`config.mk`:
```
export PLATFORM = sky130hd
export DESIGN_NAME = bp_sacc_scratchpad_sum
export DESIGN_NICKNAME = d
export VERILOG_FILES = /design/src/rtl/bp_sacc_scratchpad_sum.sv
export SDC_FILE = /design/constraint.sdc
export NUM_CORES = 2
export LEC_CHECK = 0
export ABC_CLOCK_PERIOD_IN_PS = 7000
export BUFFER_PORTS_ARGS = -buffer_cell sky130_fd_sc_hd__buf_2
export CORE_MARGIN = 2
export CORE_UTILIZATION = 30
export CTS_CLUSTER_SIZE = 25
export DETAILED_ROUTE_END_ITERATION = 8
export GPL_TIMING_DRIVEN = 0
export PLACE_DENSITY = 0.45
export SETUP_SLACK_MARGIN = 0.02
export SLEW_MARGIN = 20
export SYNTH_ARGS = -nofsm -noshare
export SYNTH_HDL_FRONTEND = slang
export SYNTH_SLANG_ARGS = --single-unit
```
`constraint.sdc`:
```
create_clock -name clk_i -period 7 [get_ports clk_i]
set_input_delay 2.1 -clock clk_i [delete_from_list [all_inputs] [get_ports clk_i]]
set_output_delay 2.1 -clock clk_i [all_outputs]
set_load 0.02 [all_outputs]
```
`src/rtl/bp_sacc_scratchpad_sum.sv`:
```
// Sacc responder: uncached CSR/scratchpad access on the IO CCE port plus a
// multi-cycle sum engine that accumulates scratchpad words into RESULT.
package bp_sacc_scratchpad_sum_pkg;
  localparam int paddr_width_p     = 40;
  localparam int cce_block_width_p = 512;
  localparam int lce_id_width_p    = 4;
  localparam int lce_assoc_p       = 8;

  typedef enum logic [3:0] {
    e_bedrock_mem_rd    = 4'd0,
    e_bedrock_mem_wr    = 4'd1,
    e_bedrock_mem_uc_rd = 4'd2,
    e_bedrock_mem_uc_wr = 4'd3,
    e_bedrock_mem_pre   = 4'd4,
    e_bedrock_mem_amo   = 4'd5
  } bp_bedrock_mem_type_e;

  typedef struct packed {
    logic [lce_id_width_p-1:0]      lce_id;
    logic [$clog2(lce_assoc_p)-1:0] way_id;
    logic [2:0]                     state;
  } bp_bedrock_cce_mem_payload_s;

  typedef struct packed {
    bp_bedrock_cce_mem_payload_s payload;
    logic [2:0]                  size;
    logic [paddr_width_p-1:0]    addr;
    bp_bedrock_mem_type_e        msg_type;
  } bp_bedrock_cce_mem_header_s;

  typedef struct packed {
    logic [cce_block_width_p-1:0] data;
    bp_bedrock_cce_mem_header_s   header;
  } bp_bedrock_cce_mem_msg_s;
endpackage

module bp_sacc_scratchpad_sum
  import bp_sacc_scratchpad_sum_pkg::*;
#(
  parameter int          els_p       = 64,
  parameter logic [19:0] spad_base_p = 20'h10000
) (
  input  logic                    clk_i,
  input  logic                    reset_i,
  input  logic [lce_id_width_p-1:0] lce_id_i,
  input  bp_bedrock_cce_mem_msg_s io_cmd_i,
  input  logic                    io_cmd_v_i,
  output logic                    io_cmd_ready_o,
  output bp_bedrock_cce_mem_msg_s io_resp_o,
  output logic                    io_resp_v_o,
  input  logic                    io_resp_yumi_i
);

  localparam int idx_w_lp = $clog2(els_p);
  localparam int cnt_w_lp = idx_w_lp + 1;

  typedef enum logic [1:0] {e_ready, e_exec, e_resp} state_e;

  // Clamp the requested run length to the scratchpad depth.
  function automatic logic [cnt_w_lp-1:0] sat_len(input logic [63:0] len);
    if (len > 64'(els_p)) return cnt_w_lp'(els_p);
    else                  return len[cnt_w_lp-1:0];
  endfunction

  state_e                  state_r, state_n;
  bp_bedrock_cce_mem_msg_s cmd_r;
  logic [63:0]             rdata_r, rdata_n;
  logic [63:0]             spad_mem [els_p];

  logic                    busy_r;
  logic [idx_w_lp-1:0]     idx_r;
  logic [cnt_w_lp-1:0]     n_r, n_start;
  logic [63:0]             len_r, result_r, count_r;

  logic [19:0]             offset, spad_off;
  logic [63:0]             wdata, spad_rdata;
  logic [idx_w_lp-1:0]     cmd_idx, spad_addr;
  logic                    is_wr, is_rd, spad_hit, stall, exec_fire, start;

  assign offset    = cmd_r.header.addr[19:0];
  assign wdata     = cmd_r.data[63:0];
  assign is_wr     = (cmd_r.header.msg_type == e_bedrock_mem_uc_wr);
  assign is_rd     = (cmd_r.header.msg_type == e_bedrock_mem_uc_rd);
  assign spad_off  = offset - spad_base_p;
  assign spad_hit  = (offset >= spad_base_p) && (spad_off < 20'(8 * els_p))
                     && (offset[2:0] == 3'b000);
  assign cmd_idx   = spad_off[idx_w_lp+2:3];
  assign stall     = spad_hit && (is_wr || is_rd) && busy_r;
  assign exec_fire = (state_r == e_exec) && !stall;
  assign start     = exec_fire && is_wr && (offset == 20'h0) && wdata[0] && !busy_r;
  assign n_start   = sat_len(len_r);

  // Single read port: the engine owns it while busy, the command path otherwise.
  assign spad_addr  = busy_r ? idx_r : cmd_idx;
  assign spad_rdata = spad_mem[spad_addr];

  always_ff @(posedge clk_i) begin
    if (exec_fire && is_wr && spad_hit) spad_mem[cmd_idx] <= wdata;
  end

  always_comb begin
    rdata_n = '0;
    if (is_rd) begin
      if (spad_hit)                rdata_n = spad_rdata;
      else if (offset == 20'h00)   rdata_n = {63'b0, busy_r};
      else if (offset == 20'h08)   rdata_n = len_r;
      else if (offset == 20'h10)   rdata_n = result_r;
      else if (offset == 20'h18)   rdata_n = count_r;
    end
  end

  always_ff @(posedge clk_i) begin
    if (io_cmd_v_i && io_cmd_ready_o) cmd_r   <= io_cmd_i;
    if (exec_fire)                    rdata_r <= rdata_n;
  end

  always_ff @(posedge clk_i) begin
    if (reset_i) begin
      busy_r   <= 1'b0;
      idx_r    <= '0;
      n_r      <= '0;
      len_r    <= '0;
      result_r <= '0;
      count_r  <= '0;
    end else begin
      if (exec_fire && is_wr && (offset == 20'h08)) len_r <= wdata;
      if (start) begin
        result_r <= '0;
        idx_r    <= '0;
        n_r      <= n_start;
        busy_r   <= (n_start != '0);
        if (n_start == '0) count_r <= count_r + 64'd1;
      end else if (busy_r) begin
        result_r <= result_r + spad_rdata;
        idx_r    <= idx_r + idx_w_lp'(1);
        if ({1'b0, idx_r} == n_r - cnt_w_lp'(1)) begin
          busy_r  <= 1'b0;
          count_r <= count_r + 64'd1;
        end
      end
    end
  end

  always_ff @(posedge clk_i) begin
    if (reset_i) state_r <= e_ready;
    else         state_r <= state_n;
  end

  always_comb begin
    state_n = state_r;
    case (state_r)
      e_ready: if (io_cmd_v_i && io_cmd_ready_o) state_n = e_exec;
      e_exec:  if (!stall)                       state_n = e_resp;
      e_resp:  if (io_resp_yumi_i)               state_n = e_ready;
      default:                                   state_n = e_ready;
    endcase
  end

  always_comb begin
    io_cmd_ready_o = (state_r == e_ready) && !reset_i;
    io_resp_v_o    = (state_r == e_resp)  && !reset_i;
  end

  assign io_resp_o.header = cmd_r.header;
  assign io_resp_o.data   = cce_block_width_p'(rdata_r);

  always_ff @(posedge clk_i) begin
    if (!reset_i) assert (!(io_resp_yumi_i && !io_resp_v_o));
  end

  logic unused;
  assign unused = ^{lce_id_i, cmd_r.data[cce_block_width_p-1:64], cmd_r.header.size,
                    cmd_r.header.payload, cmd_r.header.addr[paddr_width_p-1:20]};

endmodule

```
==> impl_results.md <==
- RSZ-0062 raised after global routing: true
- Clk_lat worst skew: 1.10 ns
- Routed WL per cell: 30.7 um
- Worst-path fanout max: 10
- Min Tclk post-route: between 6 and 7 ns
- Boundary pin count: 1148
- Failing checks: DRC
- First drt pass iteration count: 8
- HPWL after detailed placement: 445000 um
- Nets: 11900
- Post-synthesis cell count: 9558
- WP data required: 7.92 ns
- Post-Layout Inst Area: approximately 220000 sq um
- GPL Wtd Cong: between 0.8 and 0.9
- Slew Limit Fails: 0
- Post-synth EDFFs: 4281
- Clk slew on worst S/H paths: 0.05 ns
- Largest family of logic cells by synthesized area: multiplexers
- Critical path endpoint category: flip-flop
- Switching share of total power: 0.227
- CTS tree: built
- WHS: 0.485 ns
- Reg2reg start: idx_r[1]
- Commonest register cell after synthesis: edfxtp_1
- P_leak: a little over 70 nW
- Final setup viols: 0
- Adder-Cell Fraction of Synth Area: 0.00526
- DR vias: roughly 100000
- Area grow syn2layout: 23.5%
- Simple-gate share of the synthesized area: 0.0385
- Routed Antenna Nets: 0
- Final worst-path cycle share: 0.980
- Capturing point of the worst reg2reg path: result_r[63]
- Synth Area in Compound Gates: 0.0459
- Post-synthesis xor/xnor area fraction: 0.00604
- # port buffers: roughly 250
- Max Cap Viol: 0
- # hold bufs at CTS: 0
- Post-layout util: 0.372
- Maximum vdd ir drop: roughly 250 uV
- Iter 0 DRT Violations: around 10000
- Clock Tree Root: clkbuf_16
- Pin count of the biggest net entering global routing: 36
- Worst Tran Pin Value: around 1.2 ns
- Clock sink count: between 4000 and 5000
- Share of layout cells above drive strength 1: 0.308
- Worst EP arrival: roughly 7.8 ns
- Gate power share: 0.055
- Register area share after synthesis: 0.738
- GRT overflow: 0
- Routed WL: just over 600000 um
- Die Ht: slightly below 800 um
- Ys Warns: 0
- Hold depth: 2
- Max Clk Rate: 146 MHz
- Post-synth top area share: 0.715
- Number of library cell types mapped by synthesis: slightly above 70
- Final hold violations: 0
- Starting Density: 0.301
- Placed insts: roughly 19000
- HP Class: flip-flop to flip-flop
- Post-route DRC: 3
- Vias per cell: 5.05
- Hold endpoint: len_r[28]
- Post-synthesis mux area share: 0.131
- Internal Dissipation: about 46 mW
- Global-route wire length before repair: just over 800000 um
- TritonCTS Buffers: approximately 530
- Reg power frac: 0.495
- Core Region: about 600000 sq um
- Synth area leader: edfxtp_1
- Commonest cells after routing, fill and taps aside: edfxtp_1 (4281), mux4_2 (1024), nand2_1 (728)
- Global Route Usage Sum: 0.194
- Largest cells by area after synthesis: edfxtp_1 (71%), mux4_2 (13%), dfxtp_1 (2.3%), buf_4 (2.1%), nand2_1 (1.5%)
- Die footprint: between 600000 and 700000 sq um
- HP Start: len_r[28]
- Kind of critical path: flip-flop to flip-flop
- Vias in the first global route: 101000
- Status: finished, violations left
- Synthesized cell area: ~180000 sq um
- Commonest non-fill, non-tap cell in the layout: edfxtp_1
- #FFs+latches synth: about 4500
- R2R depth: 22
- Syn Area/Cell: between 15 and 20 sq um
- Cell Count, Final, Fillers Out: approximately 20000
- Setup slack, reg-to-reg: around 0.14 ns
- Clk pwr share: 0.450
- Cell Pwr Density: about 270 nW/um^2
- Rel. slew slack: 0.211
- Clock tree buffer depth: 4
- Async SR Flop Fraction: 0
- Rows: roughly 280
- Area after DPL: slightly above 200000 sq um
- Initial antenna violation count: 55
- Htree depth: 6
- Switching Power: ~14 mW
- Die Width: 778 um
- Startpoint types: flip-flop
- Final Skew: 0.0797 ns
-- per-layer routing --
metal  global-route usage  wire length (um)  up-vias
met1                0.254            245000    53200
met2                0.330            296000     4120
met5                    0                77        -
li1                     -                 -    41400
met3               0.0295             40500      899
met4               0.0672             23000       12
-- cells by family (layout without fill, tap and decap cells) --
| family | count (synthesis) | after routing |
|---|---|---|
| xor+xnor | 124 | 124 |
| flops | 4489 | 4489 |
| buf+inv | 1085 | 2780 |
| other cells | 1 | 474 |
| fa+ha+maj | 75 | 75 |
| compound gates | 1179 | 1179 |
| mux | 1078 | 1078 |
| simple gates | 1527 | 1527 |
-- worst max-delay path: stages (launching register included) --
cell,delay (ns)
dfxtp_2,0.50
mux2_2,0.26
buf_2,0.30
buf_6,0.33
buf_6,0.33
clkbuf_1,0.70
mux4_2,0.36
nand2_1,0.07
a311oi_1,0.49
a21oi_1,0.11
a21oi_2,0.61
ha_1,0.43
a21o_1,0.20
and3_1,0.22
or2_2,0.32
a211oi_1,0.30
a31oi_2,0.19
nor3_1,0.25
a21oi_2,0.15
xor2_1,0.17
nand2_1,0.11
xor2_1,0.17
nor2_1,0.06
-- power by group through the flow --
stage                     Combinational [mW]  Clock [mW]  Sequential [mW]
after detailed placement                3.13           0             30.0
final                                   3.27        26.8             29.4
after CTS                               3.25        27.4             29.4
after floorplan                         1.62           0             30.1
after global routing                    3.45        28.4             29.4
after global placement                  2.61           0             30.3
-- worst max path at each step --
stage / start / endpoint / cells after the start
2_1_floorplan: reset_i / cmd_r[100] / 3
3_3_place_gp: io_resp_o[8] / result_r[63] / 22
3_5_place_dp: busy_r / result_r[61] / 22
4_1_cts: io_resp_o[8] / result_r[61] / 25
5_1_grt: io_resp_o[7] / result_r[63] / 26
6_report: idx_r[1] / result_r[63] / 22
-- sequential cells by signal, summed over array words and instances (netlist names) --
| name | count |
|---|---|
| busy_r | 1 |
| state_r | 2 |
| idx_r | 6 |
| spad_mem | 4096 |
| count_r | 64 |
| io_resp_o | 57 |
| result_r | 64 |
| rdata_r | 64 |
| len_r | 64 |
| cmd_r | 64 |
| n_r | 7 |
-- synthesized netlist by cell type, drive strengths merged (26+ instances only) --
cell    count
nand2     729
dfxtp     208
xor2       69
buf       711
a31oi     135
clkbuf    348
nand4      29
edfxtp   4281
a222oi     62
a211oi    330
ha         74
o21ai      75
a21o       37
mux2i      49
and2      259
nor2      321
a311oi    127
xnor2      55
a22o       65
and3       27
mux4     1024
nand3      44
inv        26
a21oi     277
-- cell type report --
type,count,area (sq um)
clock buffer,666,14000
tap,8008,10000
fill,55200,376000
antenna,26,65.1
timing repair buffer,767,11100
clock inverter,271,2700
sequential,4489,133000
inverter,26,97.6
buffer,1050,7020
multi-input combinational,4431,44400
-- stage by stage --
stage / TNS [ns] / setup slack [ns] / total power, mW
after floorplan: 0 / 0.818 / 31.7
final: 0 / 0.138 / 59.5
after CTS: 0 / 0.00156 / 60.1
after detailed placement: -141.49 / -3.37 / 33.1
after global placement: - / -5.74 / 32.9
after global routing: -0.0430 / -0.0369 / 61.2
-- repair_timing --
| item | CTS | global route |
|---|---|---|
| hold endpoints to repair | 0 | 0 |
| endpoints found under the setup margin | 103 | 22 |
| setup buffers | 20 | 9 |
| resized for setup | 421 | 136 |
| pin swaps | 16 | 22 |
No activity file was read; power rests on OpenSTA's default activity.
